<file path="config.mk">
export PLATFORM = sky130hd
export DESIGN_NAME = bitsim_column_feeder
export DESIGN_NICKNAME = d
export VERILOG_FILES = /design/src/rtl/bitsim_column_feeder.sv
export SDC_FILE = /design/constraint.sdc
export NUM_CORES = 1
export LEC_CHECK = 0
export CAP_MARGIN = 30
export CELL_PAD_IN_SITES_DETAIL_PLACEMENT = 0
export CELL_PAD_IN_SITES_GLOBAL_PLACEMENT = 1
export CORE_MARGIN = 2
export CORE_UTILIZATION = 32
export DETAILED_ROUTE_END_ITERATION = 8
export PLACE_DENSITY = 0.72
export SYNTH_ARGS = -nofsm -noshare
export SYNTH_HDL_FRONTEND = slang
export SYNTH_SLANG_ARGS = --single-unit
</file>
<file path="constraint.sdc">
create_clock -name clk -period 6.4 [get_ports clk]
set_clock_uncertainty 0.2 [all_clocks]
set_input_delay 1.6 -clock clk [delete_from_list [all_inputs] [get_ports clk]]
set_output_delay 1.6 -clock clk [all_outputs]
set_load 0.01 [all_outputs]
</file>
<file path="src/rtl/bitsim_column_feeder.sv">
// Upstream feeder for the bit-serial precompute MAC: captures one operand vector,
// precomputes pairwise activation sums and streams weight bit-columns LSB-first.
module bitsim_column_feeder #(
    parameter int unsigned DATA_WIDTH    = 8,
    parameter int unsigned VEC_LENGTH    = 8,
    parameter int unsigned SKIP_ZERO_COL = 1,
    parameter int unsigned IDX_WIDTH     = $clog2(DATA_WIDTH)
) (
    input  logic                                   clk,
    input  logic                                   reset,
    input  logic                                   in_valid,
    output logic                                   in_ready,
    input  logic [VEC_LENGTH-1:0][DATA_WIDTH-1:0]  act_in,
    input  logic [VEC_LENGTH-1:0][DATA_WIDTH-1:0]  w_in,
    input  logic                                   out_ready,
    output logic                                   en,
    output logic                                   load_accum,
    output logic [VEC_LENGTH-1:0][DATA_WIDTH-1:0]  act_out,
    output logic [VEC_LENGTH/2-1:0][DATA_WIDTH:0]  act_psum_out,
    output logic [VEC_LENGTH-1:0]                  w_bit,
    output logic [IDX_WIDTH-1:0]                   column_idx,
    output logic                                   is_msb,
    output logic                                   vec_done,
    output logic                                   busy
);

    localparam int unsigned NUM_PAIRS  = VEC_LENGTH / 2;
    localparam int unsigned PSUM_WIDTH = DATA_WIDTH + 1;
    localparam bit          SKIP       = (SKIP_ZERO_COL != 0);

    typedef enum logic [1:0] {
        S_IDLE,
        S_STREAM,
        S_DRAIN
    } state_t;

    state_t state_q, state_d;

    logic [VEC_LENGTH-1:0][DATA_WIDTH-1:0] act_q, w_q;
    logic [NUM_PAIRS-1:0][PSUM_WIDTH-1:0]  psum_q, psum_c;
    logic [IDX_WIDTH-1:0]                  col_q, cap_col, nxt_col;
    logic [DATA_WIDTH-1:0]                 pend_q, nz_mask, issue_mask, cap_pend, nxt_pend;
    logic                                  first_q, la_q, vd_q;
    logic                                  streaming, last_col, capture;

    function automatic logic [IDX_WIDTH-1:0] lowest_bit(input logic [DATA_WIDTH-1:0] m);
        lowest_bit = '0;
        for (int c = int'(DATA_WIDTH) - 1; c >= 0; c--) begin
            if (m[c]) lowest_bit = IDX_WIDTH'(c);
        end
    endfunction

    // Columns to issue for the vector on the input bus; an all-zero vector still gets column 0.
    always_comb begin
        nz_mask = '0;
        for (int i = 0; i < int'(VEC_LENGTH); i++) nz_mask |= w_in[i];
        if (SKIP) issue_mask = (nz_mask == '0) ? DATA_WIDTH'(1) : nz_mask;
        else      issue_mask = '1;
        cap_col  = lowest_bit(issue_mask);
        cap_pend = issue_mask & ~(DATA_WIDTH'(1) << cap_col);
        nxt_col  = lowest_bit(pend_q);
        nxt_pend = pend_q & ~(DATA_WIDTH'(1) << nxt_col);
    end

    always_comb begin
        for (int j = 0; j < int'(NUM_PAIRS); j++) begin
            psum_c[j] = PSUM_WIDTH'($signed(act_in[2*j])) + PSUM_WIDTH'($signed(act_in[2*j+1]));
        end
    end

    assign streaming = (state_q == S_STREAM);
    assign last_col  = (pend_q == '0);
    assign busy      = (state_q != S_IDLE);
    assign en        = busy && out_ready;
    assign in_ready  = (state_q == S_IDLE) || (streaming && last_col && out_ready);
    assign capture   = in_valid && in_ready;

    always_ff @(posedge clk or posedge reset) begin
        if (reset) state_q <= S_IDLE;
        else       state_q <= state_d;
    end

    always_comb begin
        state_d = state_q;
        case (state_q)
            S_IDLE:   if (in_valid) state_d = S_STREAM;
            S_STREAM: if (en && last_col) state_d = in_valid ? S_STREAM : S_DRAIN;
            S_DRAIN:  if (en) state_d = S_IDLE;
            default:  state_d = S_IDLE;
        endcase
    end

    // Operand capture, column pointer and the one-beat-delayed MAC controls.
    always_ff @(posedge clk or posedge reset) begin
        if (reset) begin
            act_q   <= '0;
            w_q     <= '0;
            psum_q  <= '0;
            col_q   <= '0;
            pend_q  <= '0;
            first_q <= 1'b0;
            la_q    <= 1'b0;
            vd_q    <= 1'b0;
        end else begin
            if (capture) begin
                act_q   <= act_in;
                w_q     <= w_in;
                psum_q  <= psum_c;
                col_q   <= cap_col;
                pend_q  <= cap_pend;
                first_q <= 1'b1;
            end else if (en && streaming) begin
                col_q   <= nxt_col;
                pend_q  <= nxt_pend;
                first_q <= 1'b0;
            end
            if (en) begin
                la_q <= streaming && first_q;
                vd_q <= streaming && last_col;
            end
        end
    end

    always_comb begin
        for (int i = 0; i < int'(VEC_LENGTH); i++) begin
            w_bit[i] = streaming ? w_q[i][col_q] : 1'b0;
        end
        column_idx = streaming ? col_q : '0;
        is_msb     = streaming && (col_q == IDX_WIDTH'(DATA_WIDTH - 1));
    end

    assign load_accum   = la_q;
    assign vec_done     = vd_q;
    assign act_out      = act_q;
    assign act_psum_out = psum_q;

endmodule

</file>
After elaboration in Yosys (flattened, before gate mapping). Cells that the tools add are included. Widths: inputs -> output; s select.

Register bits: 180. Latch bits: 0. RAM bits: 0. ROM bits: 0. Bits of input ports: 132. Output and inout bits: 117. Logic and storage cells: 118. Memories: 0.

Add/subtract/negate cells: 4. Multipliers: 0. Divide/modulo/power cells: 0. Order comparisons: 1. Eq/ne operators: 6. Shift operators: 2. Multiplexer cells: 53. Bitwise logic cells: 11. Reduce and logical (&&, ||, !) cells: 15.

Operators with widths (number): $mux 3 (19); $or 8x8->8 (7); $add 8x8->9 (4); $bmux 1 s3 (8); $mux 8 (3); $mux 1 (18); $and 8x8->8 (2); $logic_not 8->1 (2); $not 8->8 (2); $shl 1x3->8 const A (2); $logic_and 1x1->1 (8); $mux 2 (4); $pmux 2 s3 (1); $lt 3x4->1 const B (1); $ne 2x2->1 const B (2); $reduce_bool 2->1 (2); $eq 3x3->1 const B (1); $reduce_and 3->1 (1); $eq 2x1->1 const B (1); $eq 2x2->1 const B (1); $logic_not 2->1 (1); $ne 2x1->1 const B (1); $logic_or 1x1->1 (1).

Depth between registers and ports, before layout.
Depth in word-level cells: 21. Mapped depth: 9. Gate-level depth less buffers: 9.

Worst setup path before layout. No wires, ideal clock.

Path type: input-to-output. Start: input out_ready. End: output in_ready. Data arrival time: 2177 ps. Data required time: 4600 ps. Path slack: 2423 ps. Stages on the path: 3. Buffers on the path: 0. Path through: nor3b_2 nand3_2 a21oi_2.

Word-level cells in the longest chain between the ends: 2.

Ends and longest elaborated chain: start: declaration (RTL line 15) `input logic out_ready,`; $logic_and 1x1->1 (RTL line 75) `assign in_ready = (state_q == S_IDLE) || (streaming && last_col && out_ready);`; $logic_or 1x1->1 (RTL line 75); end: declaration (RTL line 12) `output logic in_ready,`.

Every way passes these cells.

Worst setup path in the final report. Ends and elaborated chain as after synthesis.

==> flow_metrics.tcl <==
set metrics [dict create \
    status "complete, no violations" \
    rsz0062_at_grt "no" \
    drtPass1Iterations 5 \
    ir_worst_vdd_uv 198.9 \
    finalMaxSlewViolations 0 \
    synth_top_family_by_area "simple AND/OR/NAND/NOR gates" \
    htreeDepth 4 \
    syn_avg_cell_area_um2 9.106 \
    cts_tree "built" \
    setup-violations-final 0 \
    critPathKind "primary input to primary output" \
    die_w_um 170.0 \
    wl_per_cell_um 16.62 \
    p_per_area_nw_per_um2 446.2 \
    cts_made_buffers 17 \
    drv_cap 0 \
    route.detailed.drc 0 \
    area_growth_pct 38.48 \
    fin_cells 1552 \
    routabilityCongestion 0.8155 \
    hold_class "flop to flop" \
    netlist_area_um2 8815 \
    ant_nets 0 \
    end_kind "primary output" \
    tns_ns 0 \
    critPathArrivalTime_ns 3.44 \
    dpl.hpwl_mm 18.39 \
    cts_buffer_depth 2 \
    place_inst 1520 \
    grt_overflow_total 0 \
    ys_seq_area_frac 0.5110 \
    synthAdderAreaFrac 0.05451 \
    initial_core_util 0.3262 \
    portBuffers 248 \
    ctsResizeCount 0 \
    finalCritPeriodShare 0.8187 \
    grt_start_max_net_pins 176 \
    async_flop_share 1.000 \
    io_pins 249 \
    synth_seq_cells 180 \
    dr.first_iter.drc_count 410 \
    yosys-mux-area-fraction 0.05607 \
    wl_met2_mm 11.82 \
    yosysTopAreaCellShare 0.5110 \
    wl_met3_mm 1.098 \
    layout-drive-gt1-share 0.05863 \
    pre_cts_slack_ns 1.162 \
    finalHoldViolations 0 \
    cp-start-kind "primary input" \
    std_cell_rows 60 \
    first_global_vias 7292 \
    fmax_mhz 190.8 \
    routed_via_density 4.735 \
    worstMarginPinSlew_ns 0.9653 \
    postSynthCellCount 968 \
    synth_edf_count 0 \
    yosys-top-cells-area "dfrtp_1 51%, nand2_1 18%, ha_1 4.5%" \
    coreArea_um2 27030 \
    root_buffer "clkbuf_16" \
    fin_ws_ns 1.160 \
    postCtsSetupBuffers 0 \
    synth_top_cell_by_area "dfrtp_1" \
    synth_compound_area_frac 0.08275 \
    top_layer "met4" \
    grt_first_pass_wirelength_mm 40.73 \
    clock_latency_ns 0.42 \
    synth_ff_type "dfrtp_1" \
    final_nets 1366 \
    antennaDiodeCount 0 \
    synth.net_count 1136 \
    wirelength_mm 25.79 \
    synthXorXnorAreaFrac 0.01789 \
    wl_met1_mm 12.66 \
    cp_max_fo 5 \
    synth_top_cells_by_count "415 x nand2_1, 180 x dfrtp_1, 48 x o21ai_0, 46 x nor2_1, 32 x ha_1" \
    synthDistinctLibCells 53 \
    holdBufCountCts 0 \
    clk_pin_slew_ns 0.07 \
    die_area_um2 28890 \
    p_leak_nw 5.662 \
    period_minus_slack_ns 5.240 \
    cts.sinks 180 \
    ys_warn_count 0 \
    post-synth-top-count-cell "nand2_1" \
    synth-simple-area-share 0.2450 \
    grt_usage 0.1804 \
    grt_antenna_before_repair 0 \
    cp.required_ns 4.60 \
    die_h_um 170.0 \
    relSlewSlack 0.3565 \
    vias 7349 \
]
-- critical path: stages --
cell             delay [ns]
clkdlybuf4s50_1        0.54
nor3b_2                0.28
nand3_2                0.19
a21oi_2                0.26
clkdlybuf4s50_1        0.57
-- routing by layer --
metal | GRT usage | vias to the layer above
li1 | - | 3659
met1 | 0.2617 | 3490
met2 | 0.2800 | 187
met3 | 0.03465 | 13
met4 | 0.04013 | 0
met5 | 0 | -
-- cells by family (layout without fill, tap and decap cells) --
logic type / after synthesis / count (layout)
muxes: 29 / 29
and+or+nand+nor: 524 / 524
AOI/OAI and AO/OA: 114 / 114
adders and majority gates: 36 / 36
buffers and inverters: 67 / 310
xor gates and xnor gates: 18 / 18
DFF: 180 / 180
-- cell type report --
type	count	area (um^2)
Clock inverter	12	116.4
Inverter	24	93.84
Timing Repair Buffer	254	2572
Sequential cell	180	4504
Clock buffer	20	456.7
Tap cell	341	426.7
Multi-Input combinational cell	721	4036
Fill cell	2680	14820
-- where the power goes --
part           internal (W)  switching [W]  total, W
Clock              0.000535       0.000498   0.00103
Sequential          0.00165       0.000326   0.00198
Combinational       0.00126        0.00117   0.00243
-- stage by stage --
| stage | hold WS [ns] | instance area (um^2) | util | power, W |
|---|---|---|---|---|
| after floorplan | 0.2403 | 8818 | - | 0.003226 |
| after global placement | 0.2536 | 11610 | 0.4294 | 0.004412 |
| after detailed placement | 0.2607 | 11630 | 0.4305 | 0.004470 |
| after CTS | 0.2758 | 12210 | 0.4517 | 0.005525 |
| after global routing | 0.2909 | 12210 | 0.4517 | 0.005843 |
| final | 0.2718 | 12210 | 0.4517 | 0.005447 |
-- cells in the final DEF (no fill, tap or decap), drive strengths merged, types with 6 or more instances in the layout --
master           n
nor2            46
nor2b            7
ha              32
mux2i           10
nor4b            7
o41ai            7
o21ai           50
xor2            14
nor4            16
a21oi           24
nor3             8
nand2          415
dfrtp          180
inv             29
a211oi           6
clkdlybuf4s50  248
mux4            16
buf              6
clkbuf          20
nand3            8
-- worst paths after layout --
path,slack [ns],to,start,cells after the start
min in group asynchronous,1.23,first_q$_DFFE_PP0P_,reset,2
hold / removal,0.27,w_q[35]$_DFFE_PP0P_,w_q[35]$_DFFE_PP0P_,2
setup / recovery,1.16,in_ready,out_ready,5
max in group asynchronous,3.58,act_psum_out[13]$_DFFE_PP0P_,reset,3
setup reg to reg,3.41,act_psum_out[15]$_DFFE_PP0P_,pend_q[4]$_DFFE_PP0P_,6
hold reg to reg,0.27,w_q[35]$_DFFE_PP0P_,w_q[35]$_DFFE_PP0P_,2
-- state kept, by name, indices dropped and copies added (netlist names) --
register	flops
first_q	1
act_out	64
state_q	2
load_accum	1
pend_q	8
vec_done	1
w_q	64
act_psum_out	36
col_q	3
Power figures use the tool's default switching activity.
